File: src/rtl/hazard_scoreboard.sv
// Hazard unit for the 5-stage core.
// Produces the EX-stage forwarding selects, load-use and multi-cycle scoreboard stalls,
// and the flush pulse that follows a control redirect.
// It also keeps a saturating count of the cycles in which stall_fd was asserted.
module hazard_scoreboard #(
    parameter int NUM_REGS    = 32,
    parameter int FLUSH_DEPTH = 1,
    parameter int CNT_W       = 16,
    localparam int ADDR_W     = $clog2(NUM_REGS)
) (
    input  logic              clk,
    input  logic              rst_n,
    input  logic [ADDR_W-1:0] de_adr1,
    input  logic [ADDR_W-1:0] de_adr2,
    input  logic              de_rs1_used,
    input  logic              de_rs2_used,
    input  logic              de_is_mc,
    input  logic [ADDR_W-1:0] ex_adr1,
    input  logic [ADDR_W-1:0] ex_adr2,
    input  logic              ex_rs1_used,
    input  logic              ex_rs2_used,
    input  logic [ADDR_W-1:0] ex_rd,
    input  logic              ex_regWrite,
    input  logic              ex_is_load,
    input  logic              ex_issue_mc,
    input  logic [ADDR_W-1:0] mem_rd,
    input  logic [ADDR_W-1:0] wb_rd,
    input  logic              mem_regWrite,
    input  logic              wb_regWrite,
    input  logic              mc_done,
    input  logic [ADDR_W-1:0] mc_rd,
    input  logic [1:0]        pc_source,
    output logic [1:0]        fsel1,
    output logic [1:0]        fsel2,
    output logic              stall_fd,
    output logic              bubble_ex,
    output logic              flush,
    output logic [CNT_W-1:0]  stall_cycles
);

    localparam int FC_W = 3;

    logic [NUM_REGS-1:0] pending_q, pending_d;
    logic [FC_W-1:0]     flush_cnt_q, flush_cnt_d;
    logic [CNT_W-1:0]    stall_cycles_q, stall_cycles_d;

    logic [1:0] fsel1_raw, fsel2_raw;
    logic       lu, sb_haz, flush_raw, stall_raw;

    // Forwarding selects for both EX operands; MEM has priority over WB and x0 is never forwarded.
    always_comb begin
        fsel1_raw = 2'b00;
        fsel2_raw = 2'b00;
        if (ex_rs1_used && ex_adr1 != '0) begin
            if (mem_regWrite && mem_rd == ex_adr1)     fsel1_raw = 2'b01;
            else if (wb_regWrite && wb_rd == ex_adr1)  fsel1_raw = 2'b10;
        end
        if (ex_rs2_used && ex_adr2 != '0) begin
            if (mem_regWrite && mem_rd == ex_adr2)     fsel2_raw = 2'b01;
            else if (wb_regWrite && wb_rd == ex_adr2)  fsel2_raw = 2'b10;
        end
    end

    // Hazard detection and output combination; a flush suppresses any stall.
    always_comb begin
        lu = ex_is_load && ex_regWrite && (ex_rd != '0) &&
             ((de_rs1_used && de_adr1 == ex_rd) || (de_rs2_used && de_adr2 == ex_rd));
        // Only the registered pending bits are examined, so a dependent instruction
        // is released one cycle after mc_done (no same-cycle bypass).
        sb_haz = (de_rs1_used && pending_q[de_adr1]) ||
                 (de_rs2_used && pending_q[de_adr2]) ||
                 (de_is_mc && (|pending_q));
        flush_raw = (pc_source != 2'b00) || (flush_cnt_q != '0);
        stall_raw = (lu || sb_haz) && !flush_raw;
    end

    // Outputs are held at zero for as long as reset is asserted.
    always_comb begin
        fsel1        = rst_n ? fsel1_raw : 2'b00;
        fsel2        = rst_n ? fsel2_raw : 2'b00;
        stall_fd     = rst_n & stall_raw;
        bubble_ex    = rst_n & stall_raw;
        flush        = rst_n & flush_raw;
        stall_cycles = stall_cycles_q;
    end

    // Next-state logic for the scoreboard, the flush countdown and the stall counter.
    always_comb begin
        pending_d = pending_q;
        if (mc_done)
            pending_d[mc_rd] = 1'b0;
        // The set is applied after the clear, so a set and a clear of the same register in one cycle leave it pending.
        if (ex_issue_mc && ex_rd != '0)
            pending_d[ex_rd] = 1'b1;
        pending_d[0] = 1'b0;

        flush_cnt_d = flush_cnt_q;
        if (pc_source != 2'b00)
            flush_cnt_d = FC_W'(FLUSH_DEPTH - 1);
        else if (flush_cnt_q != '0)
            flush_cnt_d = flush_cnt_q - FC_W'(1);

        stall_cycles_d = stall_cycles_q;
        if (stall_raw && stall_cycles_q != '1)
            stall_cycles_d = stall_cycles_q + CNT_W'(1);
    end

    // State registers; reset discards any in-flight redirect or multi-cycle op.
    always_ff @(posedge clk or negedge rst_n) begin
        if (!rst_n) begin
            pending_q      <= '0;
            flush_cnt_q    <= '0;
            stall_cycles_q <= '0;
        end else begin
            pending_q      <= pending_d;
            flush_cnt_q    <= flush_cnt_d;
            stall_cycles_q <= stall_cycles_d;
        end
    end

endmodule

File: config.mk
export PLATFORM = sky130hd
export DESIGN_NAME = hazard_scoreboard
export DESIGN_NICKNAME = d
export VERILOG_FILES = /design/src/rtl/hazard_scoreboard.sv
export SDC_FILE = /design/constraint.sdc
export NUM_CORES = 1
export LEC_CHECK = 0
export CAP_MARGIN = 20
export CORE_AREA = 4 4 97 99
export CTS_BUF_LIST = sky130_fd_sc_hd__clkbuf_4
export CTS_CLUSTER_DIAMETER = 60
export DETAILED_ROUTE_END_ITERATION = 12
export DIE_AREA = 0 0 101 103
export PLACE_DENSITY = 0.77
export SYNTH_ARGS = -nofsm -noshare
export SYNTH_HDL_FRONTEND = slang
export SYNTH_SLANG_ARGS = --single-unit
File: constraint.sdc
create_clock -name clk -period 7 [get_ports clk]
set_input_delay 1.4 -clock clk [delete_from_list [all_inputs] [get_ports clk]]
set_output_delay 1.4 -clock clk [all_outputs]
set_load 0.1 [all_outputs]
==> flow_results.xml <==
<?xml version="1.0" encoding="UTF-8"?>
<metrics>
  <group name="global_route">
    <metric name="grt_first_pass_wirelength" unit="um">15300</metric>
    <metric name="grt_start_max_net_pins" unit="">47</metric>
    <metric name="grt_antenna_before_repair" unit="">0</metric>
    <metric name="grt_remaining_overflow" unit="">0</metric>
    <metric name="grt.total_usage" unit="%">18.3</metric>
    <metric name="vias_in_the_first_global_route" unit="">3075</metric>
  </group>
  <group name="finish">
    <metric name="post_route_cells_drive_above_1_share" unit="%">12.1</metric>
    <metric name="multiInputGateArea" unit="mm^2">0.00199</metric>
    <metric name="diodes" unit="">0</metric>
    <metric name="post-route-util" unit="%">49.6</metric>
    <metric name="final.fill_count" unit="">777</metric>
    <metric name="area_growth" unit="%">25.7</metric>
    <metric name="area.sequential" unit="mm^2">0.00125</metric>
    <metric name="layout.nets" unit="">463</metric>
  </group>
  <group name="synth">
    <metric name="synth_enable_flop_cells" unit="">0</metric>
    <metric name="synthDistinctLibCells" unit="">48</metric>
    <metric name="synth_nets" unit="">392</metric>
    <metric name="synth.avg_cell_area" unit="um^2">10.1</metric>
    <metric name="synth_adder_area_share" unit="%">1.11</metric>
    <metric name="synth_flop_cell" unit="">sky130_fd_sc_hd__dfrtp_1</metric>
    <metric name="synth_simple_gate_area_share" unit="%">21.5</metric>
    <metric name="largest_family_of_logic_cells_by_synthesized_area" unit="">simple AND/OR/NAND/NOR gates</metric>
    <metric name="synth.yosys.seq_area_share" unit="%">37.1</metric>
    <metric name="postSynthCellCount" unit="">334</metric>
    <metric name="synth-seq-cells" unit="">50</metric>
    <metric name="syn-cell-area" unit="mm^2">0.00337</metric>
    <metric name="async_reset_ff_share" unit="%">100</metric>
    <metric name="muxShareOfSynthArea" unit="%">11.5</metric>
    <metric name="synth_compound_area_share" unit="%">13.2</metric>
    <metric name="yosys.area_share.xor_xnor" unit="%">11.7</metric>
    <metric name="synth-warning-count" unit="">0</metric>
  </group>
  <group name="outcome">
    <metric name="outcome" unit="">complete, no violations</metric>
  </group>
  <group name="critical_path">
    <metric name="cp-start-kind" unit="">primary input</metric>
    <metric name="crit_start" unit="">de_adr2[0]</metric>
    <metric name="r2r_start" unit="">pending_q[7]$_DFF_PN0_</metric>
    <metric name="r2r_slack" unit="ps">4570</metric>
    <metric name="setup.worst_path.class" unit="">in -&gt; out</metric>
    <metric name="crit_fanout" unit="">16</metric>
    <metric name="kind_of_end_point_of_the_critical_path" unit="">primary output</metric>
    <metric name="worstRegToRegCells" unit="">7</metric>
    <metric name="required" unit="ps">5600</metric>
    <metric name="arrival_time_reported_for_the_critical_path_endpoint" unit="ps">4090</metric>
    <metric name="timing.rr.end" unit="">stall_cycles[12]$_DFFE_PN0P_</metric>
  </group>
  <group name="clock_tree">
    <metric name="cts.hold.buffers_added" unit="">0</metric>
    <metric name="clkLatencyLatePin" unit="ps">390</metric>
    <metric name="clock-root-buffer" unit="">sky130_fd_sc_hd__clkbuf_4</metric>
    <metric name="post_cts.resized_instances" unit="">0</metric>
    <metric name="clkSinkCount" unit="">50</metric>
    <metric name="cts_tree" unit="">yes</metric>
    <metric name="cts.htree.levels" unit="">2</metric>
    <metric name="clk_pin_slew" unit="ps">160</metric>
    <metric name="cts_setup_buffers" unit="">0</metric>
    <metric name="ctsLongestPathBuffers" unit="">2</metric>
    <metric name="cts_inserted_buffers" unit="">5</metric>
  </group>
  <group name="drt">
    <metric name="antenna_violating_nets_post_route" unit="">0</metric>
    <metric name="routed_wl" unit="um">9460</metric>
    <metric name="routed-via-count" unit="">3079</metric>
    <metric name="detail_route.drc_violations" unit="">0</metric>
    <metric name="routed_via_density" unit="">5.99</metric>
    <metric name="post_drt_wl_per_cell" unit="um">18.4</metric>
    <metric name="drt-pass1-iter-count" unit="">5</metric>
    <metric name="drt-initial-drc-count" unit="">356</metric>
  </group>
  <group name="sta">
    <metric name="clock.fmax" unit="MHz">182</metric>
    <metric name="worstMarginPinSlew" unit="ps">980</metric>
    <metric name="period_share" unit="%">78.5</metric>
    <metric name="skew" unit="ps">30.8</metric>
    <metric name="max_slew_margin" unit="%">34.5</metric>
    <metric name="aggregate_negative_setup_slack" unit="ps">0</metric>
    <metric name="finalSetupViolCount" unit="">0</metric>
    <metric name="worst_hold_slack" unit="ps">501</metric>
    <metric name="min_period" unit="ps">5490</metric>
    <metric name="hold_viol" unit="">0</metric>
    <metric name="final-max-slew-violation-count" unit="">0</metric>
    <metric name="grt_setup_unrepaired" unit="">false</metric>
  </group>
  <group name="floorplan">
    <metric name="io_pins" unit="">78</metric>
    <metric name="effective_utilization_at_floorplan" unit="%">39.5</metric>
    <metric name="rows" unit="">34</metric>
    <metric name="die-height" unit="um">103</metric>
    <metric name="die-area" unit="mm^2">0.0104</metric>
    <metric name="die_w" unit="um">101</metric>
    <metric name="core_region_area" unit="mm^2">0.00855</metric>
  </group>
  <group name="min_path">
    <metric name="hold_path_class" unit="">reg -&gt; reg</metric>
    <metric name="worst_hold_path.endpoint" unit="">stall_cycles[8]$_DFFE_PN0P_</metric>
    <metric name="hold_path.startpoint" unit="">stall_cycles[8]$_DFFE_PN0P_</metric>
    <metric name="min_path_cells" unit="">1</metric>
  </group>
  <group name="placement">
    <metric name="finalWeightedCongestion" unit="">0.881</metric>
    <metric name="dp.final_hpwl" unit="um">7280</metric>
    <metric name="numPortBuffers" unit="">77</metric>
  </group>
  <group name="power_and_ir_drop">
    <metric name="power.leakage" unit="nW">1.62</metric>
    <metric name="max-vdd-ir-drop" unit="V">0.000177</metric>
    <metric name="report.power.total" unit="uW">947</metric>
    <metric name="power.density" unit="mW/mm^2">223</metric>
  </group>
  <group name="run">
    <metric name="max-cap-violations" unit="">0</metric>
  </group>
</metrics>
## cells by family (layout without fill, tap and decap cells)
| family | after synthesis | in the layout |
|---|---|---|
| and+or+nand+nor | 114 | 114 |
| AOI/OAI and AO/OA | 81 | 81 |
| DFF | 50 | 50 |
| xor gates and xnor gates | 45 | 45 |
| buffers and inverters | 21 | 93 |
| muxes | 20 | 20 |
| adders and majority gates | 3 | 3 |
## synth_stat cells, types with 5 or more instances
master                     instances  area share, %
sky130_fd_sc_hd__clkbuf_1          5           0.56
sky130_fd_sc_hd__dfrtp_1          50             37
sky130_fd_sc_hd__inv_1             6           0.67
sky130_fd_sc_hd__mux4_2           14            9.3
sky130_fd_sc_hd__nand2_1          11            1.2
sky130_fd_sc_hd__nand3_1          13            1.9
sky130_fd_sc_hd__nand3b_1         11            2.4
sky130_fd_sc_hd__nand4_1           8            1.5
sky130_fd_sc_hd__nor2_1           11            1.2
sky130_fd_sc_hd__nor3_1            8            1.2
sky130_fd_sc_hd__nor3_2            8            2.4
sky130_fd_sc_hd__nor4_1           16            3.0
sky130_fd_sc_hd__o21ai_0          68             10
sky130_fd_sc_hd__or3b_2            5            1.3
sky130_fd_sc_hd__xnor2_1           7            1.8
sky130_fd_sc_hd__xor2_1           38            9.9
## report_power, final
part | internal (mW) | total, mW | switching, mW
clock network | 0.0431 | 0.148 | 0.105
registers | 0.345 | 0.422 | 0.0770
logic | 0.150 | 0.377 | 0.227
## metal layers
layer / track usage, % / vias to the layer above / routed length (um)
met5: 0 / - / 0
met4: 4.19 / 0 / 121
met3: 3.38 / 18 / 994
met2: 31.5 / 173 / 4460
met1: 24.2 / 1492 / 3890
li1: - / 1396 / -
## worst max-delay path: stages
cell                              delay (ps)
sky130_fd_sc_hd__clkdlybuf4s50_1         760
sky130_fd_sc_hd__mux4_2                  560
sky130_fd_sc_hd__or4b_1                  470
sky130_fd_sc_hd__nand4_1                 110
sky130_fd_sc_hd__and4bb_1                190
sky130_fd_sc_hd__buf_4                   250
sky130_fd_sc_hd__nor3b_1                 110
sky130_fd_sc_hd__buf_4                   240
## state kept, by name (all words and copies together), names as in the netlist
signal and count:
pending_q 31, stall_cycles 16, flush_cnt_q 3
## placed cells by master (no fill, tap or decap), types with 3 or more instances in the layout
| cell | n |
|---|---|
| sky130_fd_sc_hd__a21oi_1 | 3 |
| sky130_fd_sc_hd__or3b_2 | 5 |
| sky130_fd_sc_hd__nand3b_1 | 11 |
| sky130_fd_sc_hd__mux4_2 | 14 |
| sky130_fd_sc_hd__dfrtp_1 | 50 |
| sky130_fd_sc_hd__nand4_1 | 8 |
| sky130_fd_sc_hd__nor2_1 | 11 |
| sky130_fd_sc_hd__nor3_1 | 8 |
| sky130_fd_sc_hd__nor3_2 | 8 |
| sky130_fd_sc_hd__xor2_1 | 38 |
| sky130_fd_sc_hd__o21ai_0 | 68 |
| sky130_fd_sc_hd__ha_1 | 3 |
| sky130_fd_sc_hd__clkdlybuf4s50_1 | 74 |
| sky130_fd_sc_hd__inv_1 | 6 |
| sky130_fd_sc_hd__nand2b_1 | 3 |
| sky130_fd_sc_hd__nand3_1 | 13 |
| sky130_fd_sc_hd__nor4_1 | 16 |
| sky130_fd_sc_hd__buf_4 | 4 |
| sky130_fd_sc_hd__clkbuf_4 | 5 |
| sky130_fd_sc_hd__xnor2_1 | 7 |
| sky130_fd_sc_hd__nand2_1 | 11 |
| sky130_fd_sc_hd__or3_1 | 3 |
## final cells by class
type	count	share of cell area, %
timing repair buffer	79	18.3
multi-input combinational	263	46.9
clock buffer	5	0.885
clock inverter	3	0.678
tap	108	3.19
sequential	50	29.5
inverter	6	0.531
## how the worst max path moves through the flow
stage,slack (ps),endpoint,depth (start not counted)
floorplan,40,stall_fd,10
global placement,1570,bubble_ex,8
detailed placement,1520,bubble_ex,8
CTS,1510,bubble_ex,9
global route,1330,stall_fd,9
finish,1510,stall_fd,8
## through the flow
stage	cell area, um^2	std cells	setup slack, ps
2_1_floorplan	3370	334	36.9
3_3_place_gp	4180	506	1570
3_5_place_dp	4180	506	1520
4_1_cts	4240	514	1510
5_1_grt	4240	514	1330
6_report	4240	514	1510
No activity file was read; power rests on OpenSTA's default activity.
